### src/rtl/wb_stage.sv
// rtl/wb_stage.sv - RV32I writeback stage: load wait, extraction/extension, register file write pulse
// Optional misaligned-load trap enabled by defining WB_MISALIGN_TRAP_EN.
module wb_stage #(
    parameter int XLEN = 32
) (
    input  logic            clk,
    input  logic            rst,
    input  logic            in_valid,
    output logic            in_ready,
    input  logic            in_reg_write,
    input  logic            in_is_load,
    input  logic [4:0]      in_rd,
    input  logic [2:0]      in_funct3,
    input  logic [1:0]      in_addr_lo,
    input  logic [XLEN-1:0] in_result,
    input  logic            mem_rvalid,
    input  logic [XLEN-1:0] mem_rdata,
    output logic            wb_we,
    output logic [4:0]      wb_rd,
    output logic [XLEN-1:0] wb_wd,
    output logic            wb_busy
`ifdef WB_MISALIGN_TRAP_EN
    ,
    output logic            misalign_trap
`endif
);

    typedef enum logic {
        IDLE = 1'b0,
        WAIT = 1'b1
    } state_t;

    state_t          state;
    state_t          state_n;
    logic [4:0]      p_rd;
    logic            p_we;
    logic [2:0]      p_funct3;
    logic [1:0]      p_addr_lo;
    logic            xfer;
    logic            misaligned;
    logic [7:0]      ld_byte;
    logic [15:0]     ld_half;
    logic [XLEN-1:0] load_data;

    assign in_ready = (state == IDLE);
    assign wb_busy  = (state == WAIT);
    assign xfer     = in_valid && in_ready;

`ifdef WB_MISALIGN_TRAP_EN
    // Reserved funct3 encodings count as word loads here too.
    always_comb begin
        misaligned = 1'b0;
        if (in_is_load) begin
            case (in_funct3)
                3'b000, 3'b100: misaligned = 1'b0;
                3'b001, 3'b101: misaligned = in_addr_lo[0];
                default:        misaligned = (in_addr_lo != 2'b00);
            endcase
        end
    end

    always_ff @(posedge clk) begin
        if (rst) begin
            misalign_trap <= 1'b0;
        end else begin
            misalign_trap <= xfer && misaligned;
        end
    end
`else
    assign misaligned = 1'b0;
`endif

    always_comb begin
        state_n = state;
        case (state)
            IDLE: if (xfer && in_is_load && !misaligned) state_n = WAIT;
            WAIT: if (mem_rvalid) state_n = IDLE;
            default: state_n = IDLE;
        endcase
    end

    always_ff @(posedge clk) begin
        if (rst) begin
            state <= IDLE;
        end else begin
            state <= state_n;
        end
    end

    always_comb begin
        ld_byte   = mem_rdata[{p_addr_lo, 3'b000} +: 8];
        ld_half   = mem_rdata[{p_addr_lo[1], 4'b0000} +: 16];
        load_data = mem_rdata;
        case (p_funct3)
            3'b000:  load_data = {{(XLEN-8){ld_byte[7]}}, ld_byte};
            3'b001:  load_data = {{(XLEN-16){ld_half[15]}}, ld_half};
            3'b100:  load_data = {{(XLEN-8){1'b0}}, ld_byte};
            3'b101:  load_data = {{(XLEN-16){1'b0}}, ld_half};
            default: load_data = mem_rdata;
        endcase
    end

    // wb_we defaults low every cycle so each retiring write is a single pulse.
    always_ff @(posedge clk) begin
        if (rst) begin
            wb_we     <= 1'b0;
            wb_rd     <= 5'd0;
            wb_wd     <= '0;
            p_rd      <= 5'd0;
            p_we      <= 1'b0;
            p_funct3  <= 3'b000;
            p_addr_lo <= 2'b00;
        end else begin
            wb_we <= 1'b0;
            if (state == WAIT) begin
                if (mem_rvalid) begin
                    wb_we <= p_we && (p_rd != 5'd0);
                    wb_rd <= p_rd;
                    wb_wd <= load_data;
                end
            end else if (xfer) begin
                if (in_is_load) begin
                    if (!misaligned) begin
                        p_rd      <= in_rd;
                        p_we      <= in_reg_write;
                        p_funct3  <= in_funct3;
                        p_addr_lo <= in_addr_lo;
                    end
                end else begin
                    wb_we <= in_reg_write && (in_rd != 5'd0);
                    wb_rd <= in_rd;
                    wb_wd <= in_result;
                end
            end
        end
    end

endmodule

### config.mk
export PLATFORM = sky130hd
export DESIGN_NAME = wb_stage
export DESIGN_NICKNAME = d
export VERILOG_FILES = /design/src/rtl/wb_stage.sv
export SDC_FILE = /design/constraint.sdc
export NUM_CORES = 1
export LEC_CHECK = 0
export CORE_MARGIN = 3
export CORE_UTILIZATION = 39
export DETAILED_ROUTE_END_ITERATION = 8
export PLACE_DENSITY = 0.77
export SETUP_SLACK_MARGIN = 0.02
export SKIP_LAST_GASP = 1
export SYNTH_ARGS = -nofsm -noshare
export SYNTH_HDL_FRONTEND = slang
export SYNTH_SLANG_ARGS = --single-unit
### constraint.sdc
create_clock -name clk -period 1.69 [get_ports clk]
set_input_delay 0.507 -clock clk [delete_from_list [all_inputs] [get_ports clk]]
set_output_delay 0.507 -clock clk [all_outputs]
set_load 0.005 [all_outputs]
==> results of run 1 <==
==> cell usage in the layout, fill, tap and decap left out, types with 7 or more instances in the layout <==
cell type	synthesis	layout
dfxtp_2	0	32
nor2_1	33	33
and3b_1	7	7
nor3_1	8	8
clkdlybuf4s50_1	0	66
buf_4	2	59
nand2_1	11	10
mux2i_1	20	18
o21ai_0	30	27
a221oi_2	0	9
dfxtp_1	50	14
a211oi_1	12	10
o2bb2ai_1	20	20
buf_6	3	10
dlymetal6s2s_1	0	28
a221oi_1	20	10
dlygate4sd2_1	0	24
buf_12	0	11
==> worst paths after layout <==
path / startpoint / endpoint / slack, ps
worst max-delay path: mem_rdata[14] / wb_wd[6] / -60
worst min-delay path: wb_wd[17] / wb_wd[17] / 460
worst max register to register: p_funct3[0] / wb_wd[1] / -30
worst min register to register: wb_wd[17] / wb_wd[17] / 460
==> kinds of logic (layout without fill, tap and decap cells) <==
kind of cell           count (synthesis)  in the layout
AO/OA/AOI/OAI                        120            120
AND/OR/NAND/NOR                       95             95
flip-flops                            50             50
buffers and inverters                 36            217
multiplexers                          20             20
other                                  0              2
==> synth_stat cells, types with 5 or more instances <==
cell / number / share of area [%]
or4_1: 9 / 2.4
dfxtp_1: 50 / 35
mux2i_1: 20 / 7.1
buf_2: 15 / 2.6
a21oi_1: 7 / 1.2
a221oi_1: 20 / 6.2
nor2b_1: 5 / 1.1
o21ai_0: 30 / 5.3
clkbuf_1: 12 / 1.6
nand2_1: 11 / 1.5
o2bb2ai_1: 20 / 6.2
nor2_1: 33 / 4.4
a211oi_1: 12 / 3.2
and3b_1: 7 / 2.2
nor3_1: 8 / 1.4
a311oi_1: 7 / 2.2
==> what timing repair did <==
action / CTS / global route
endpoints found under the setup margin: 66 / 71
setup buffers: 14 / 14
resized for setup: 97 / 73
pin swaps: 23 / 21
gates cloned: 5 / 5
==> power breakdown <==
part	switching [W]	leakage (nW)	internal (W)
Sequential	0.0000581	0.426	0.00127
Combinational	0.000493	2.07	0.000634
Clock	0.000460	0.0585	0.000445
==> routing by layer <==
metal | part of all wire (%) | wire, um | track usage (%)
met3 | 10 | 1358 | 7.291
met1 | 39 | 5120 | 33.74
met5 | 0 | 0 | 0
met2 | 47 | 6146 | 43.59
met4 | 4.2 | 560 | 9.045
==> area by class of cell <==
| type | count | area share, % |
|---|---|---|
| Sequential cell | 50 | 19.68 |
| Tap cell | 96 | 2.239 |
| Clock inverter | 3 | 0.8162 |
| Antenna cell | 2 | 0.09328 |
| Timing Repair Buffer | 205 | 39.97 |
| Clock buffer | 5 | 1.283 |
| Inverter | 4 | 0.3498 |
| Multi-Input combinational cell | 235 | 35.56 |
==> stage by stage <==
stage | power (W) | utilization, % | hold WS [ps] | instance area [um2]
floorplan | 0.001689 | - | 446.2 | 2839
global placement | 0.002197 | 63.28 | 449.6 | 4394
detailed placement | 0.002220 | 63.28 | 450.5 | 4394
CTS | 0.003211 | 70.54 | 466.4 | 4898
global route | 0.003468 | 77.19 | 476.4 | 5360
finish | 0.003364 | 77.26 | 462.9 | 5365
==> registers in the layout, summed over array words and instances, names as in the netlist <==
name       flops
p_funct3       3
p_we           1
p_rd           5
wb_wd         32
wb_rd          5
wb_we          1
p_addr_lo      2
wb_busy        1
==> worst max-delay path, stage by stage <==
cell,delay [ps]
clkdlybuf4s50_1,560
nor2_1,90
or4_4,560
a311oi_2,260
==> flow_metrics.tcl, run 1 <==
set metrics [dict create \
    fin_nets 581 \
    maxCapViolCount 0 \
    synth_edf_count 0 \
    slew_headroom_pct 64.79 \
    fin_setup_tns_ps -266.1 \
    cts-buffers-inserted 5 \
    core_mm2 0.006944 \
    antenna_found_initial 1 \
    ys_ff_latch 50 \
    drt_iter0_drc 300 \
    synth.yosys.seq_area_share_pct 35.26 \
    final_layout_size_suffix_gt1_share_pct 35.66 \
    cts_tree "yes" \
    via_per_inst 6.192 \
    synth-simple-area-share_pct 19.17 \
    fmax_mhz 572.4 \
    setup_viol 11 \
    die_height_um 91.32 \
    wl_per_cell_um 21.98 \
    synthXorXnorAreaFrac_pct 0 \
    route.detailed.drc 0 \
    grt_max_degree 34 \
    first_pass_iters 5 \
    outcome "finished, violations left" \
    worst_pin_slew_ps 520.7 \
    arrival_ps 1980 \
    violations "negative setup slack" \
    drt.antenna.violating_nets 0 \
    netlist_instances 321 \
    setup_ws_ps -57.05 \
    synth_compound_area_share_pct 32.04 \
    globalplace.congestion 0.8688 \
    grt_pass1_wl_mm 17.91 \
    synth_cell_types 46 \
    port_buffers 119 \
    ys.flop_type "dfxtp_1" \
    io_pins 120 \
    syn_area_per_cell_um2 8.844 \
    synth_top_family_by_area "compound AO/OA/AOI/OAI gates" \
    dieArea_mm2 0.008339 \
    power_density_mw_per_mm2 626.9 \
    ir_drop_v 0.0003702 \
    setup.worst_path.class "in -> reg" \
    grt_pass1_vias 3368 \
    worstPathRequired_ps 1920 \
    period_needed_ps 1747 \
    finalCritPeriodShare_pct 103.4 \
    critPathCaptureType "flop" \
    clockBufferDepth 2 \
    clock_skew_ps 4.508 \
    p_leak_nw 2.552 \
    yosysWarningCount 0 \
    root_buffer "clkbuf_8" \
    fp-row-count 30 \
    gr-total-overflow 0 \
    min_path_cells 1 \
    place_ws_ps -958.3 \
    path_max_fanout 3 \
    clk_pin_slew_ps 100 \
    syn-cell-area_mm2 0.002839 \
    hold_class "reg -> reg" \
    cts_hold_buf 0 \
    multi_input_area_mm2 0.001908 \
    placed_cells 554 \
    initial_core_util_pct 40.88 \
    synthMuxAreaShare_pct 7.052 \
    syn_to_final_growth_pct 88.98 \
    grtUsageTotal_pct 26.65 \
    hold_viol 0 \
    r2r_cells 5 \
    rsz0062_at_grt "yes" \
    n_fill_cell 440 \
    critPathLaunchType "input port" \
    hpwl_mm 7.525 \
    synthAdderAreaFrac_pct 0 \
    cts.sinks 50 \
    drt_wl_total_mm 13.19 \
    seq_area_mm2 0.001056 \
    cts.htree.levels 2 \
    vias 3715 \
    fin_cells 600 \
    slew_viol_final 0 \
    clock_latency_ps 320 \
    synthArstFlopShare_pct 0 \
    die_width_um 91.32 \
    syn_nets 401 \
]
Note: power is estimated with default switching activity, not from simulation.
==> inputs of run 2 (changes only) <==
--- a/config.mk
+++ b/config.mk
@@ -10,7 +10,9 @@
 export DETAILED_ROUTE_END_ITERATION = 8
 export PLACE_DENSITY = 0.77
 export SETUP_SLACK_MARGIN = 0.02
+export SKIP_CTS_REPAIR_TIMING = 1
 export SKIP_LAST_GASP = 1
 export SYNTH_ARGS = -nofsm -noshare
 export SYNTH_HDL_FRONTEND = slang
 export SYNTH_SLANG_ARGS = --single-unit
+export TNS_END_PERCENT = 20
==> run 2 against run 1 <==
The flow still finishes with violations (negative setup slack). Non-clock buffer count is 30 lower. Final cell count down 5.3%. Core utilization fell by 11 points. First-iteration DRC count fell by 32%. Largest power group unchanged. Sequential cell count did not move. Largest cell class unchanged. Wire length shrank 22%. Clock power is 2% lower.
==> flow_metrics.tcl, run 2 (synthesized netlist as in run 1, its figures left out) <==
set metrics [dict create \
    port_buffers 119 \
    regMostFlops "wb_wd" \
    n_antenna_cell 0 \
    setup_viol 48 \
    n_fill_cell 569 \
    path_max_fanout 5 \
    core_mm2 0.006944 \
    cts-buffers-inserted 5 \
    slowest_stage "clkdlybuf4s50_1" \
    crit_chain "clkdlybuf4s50_1 -> or3b_4 -> a21oi_4 -> buf_4 -> buf_6 -> o21ai_0 -> o2bb2ai_1" \
    clock_latency_ps 310 \
    rrSetupSlack_ps -160 \
    setup.worst_path.class "in -> reg" \
    wl_per_cell_um 18.17 \
    die_width_um 91.32 \
    rr_startpoint "p_funct3[1]" \
    placed_cells 554 \
    finalCritPeriodShare_pct 111.9 \
    fp-row-count 30 \
    setup_ws_ps -201.9 \
    die_height_um 91.32 \
    top_regs "wb_wd (32), p_rd (5), wb_rd (5)" \
    first_pass_iters 4 \
    hpwl_mm 7.525 \
    vias 3271 \
    grt_pass1_vias 3084 \
    hold_viol 0 \
    initial_core_util_pct 40.88 \
    largest_reg_flops 32 \
    syn_to_final_growth_pct 62.71 \
    p_leak_nw 1.770 \
    crit_end "wb_wd[25]" \
    worstPathRequired_ps 1940 \
    final_core_util_pct 66.52 \
    cp_slowest_stage_delay_ps 470 \
    cts.htree.levels 2 \
    fin_cells 568 \
    grtUsageTotal_pct 23.09 \
    route.detailed.drc 0 \
    critPathLaunchType "input port" \
    grt_pass1_wl_mm 15.74 \
    final_layout_size_suffix_gt1_share_pct 17.16 \
    power_density_mw_per_mm2 679.9 \
    root_buffer "clkbuf_8" \
    gr-total-overflow 0 \
    maxCapViolCount 0 \
    final_common_cell "clkdlybuf4s50_1" \
    violations "negative setup slack" \
    period_needed_ps 1892 \
    slew_headroom_pct 67.29 \
    r2r_cells 6 \
    globalplace.congestion 0.8688 \
    grt_max_degree 34 \
    clk_pin_slew_ps 100 \
    fmax_mhz 528.6 \
    arrival_ps 2140 \
    rsz0062_at_grt "yes" \
    drt.antenna.violating_nets 0 \
    drt_iter0_drc 204 \
    antenna_found_initial 0 \
    min_path_cells 1 \
    drt_wl_total_mm 10.32 \
    clockBufferDepth 2 \
    setup.worst_path.start "in_valid" \
    io_pins 120 \
    cts.sinks 50 \
    ir_drop_v 0.0003478 \
    rr_endpoint "wb_wd[7]" \
    outcome "finished, violations left" \
    via_per_inst 5.759 \
    slew_viol_final 0 \
    worst_pin_slew_ps 486.1 \
    dieArea_mm2 0.008339 \
    final_cell_mix "118 x clkdlybuf4s50_1, 49 x dfxtp_1, 46 x buf_4" \
    cts_tree "yes" \
    critPathCaptureType "flop" \
    hold_class "reg -> reg" \
    clock_skew_ps 4.761 \
    fin_nets 551 \
]
==> run 2: critical path, delay by kind of cell <==
family | cells | cell delay (ps)
buffers and inverters | 3 | 730
AOI/OAI and AO/OA | 3 | 490
and+or+nand+nor | 1 | 410
==> run 2: cell type report <==
class,instances,area [um2],share of cell area [%]
inverter,4,15.01,0.3250
sequential,50,1002,21.70
clock buffer,5,68.82,1.490
multi-input combinational,235,1680,36.38
timing repair buffer,175,1689,36.57
tap,96,120.1,2.600
clock inverter,3,43.79,0.9480
==> run 2: routing by layer <==
| layer | global-route usage, % | part of all wire (%) |
|---|---|---|
| met1 | 30.80 | 45 |
| met5 | 0 | 0 |
| met3 | 6.462 | 7.6 |
| met4 | 6.156 | 1.8 |
| met2 | 36.60 | 45 |
==> run 2: power by group <==
group          switching (W)  total [W]  internal, W
Combinational       0.000387   0.000935     0.000548
Sequential         0.0000540    0.00132      0.00126
Clock               0.000442   0.000887     0.000445
Total               0.000883    0.00314      0.00226
==> run 2: how the worst min path moves through the flow <==
stage / start / to / slack (ps)
after floorplan: p_we / wb_we / 450
after global placement: wb_wd[13] / wb_wd[13] / 450
after detailed placement: wb_wd[24] / wb_wd[24] / 450
after CTS: wb_wd[18] / wb_wd[18] / 480
after global routing: wb_wd[18] / wb_wd[18] / 490
final: wb_wd[17] / wb_wd[17] / 470
==> run 2: per-stage QoR <==
stage          TNS, ps  power (W)  hold WS, ps  setup slack [ps]  area (um2)
2_1_floorplan        0   0.001689        446.2             41.45        2839
3_3_place_gp    -20910   0.002197        449.6            -914.3        4394
3_5_place_dp    -22510   0.002220        450.5            -958.3        4394
4_1_cts         -10830   0.003098        479.1            -634.5        4507
5_1_grt          -8546   0.003263        488.7            -273.2        4619
6_report         -5135   0.003141        473.8            -201.9        4619
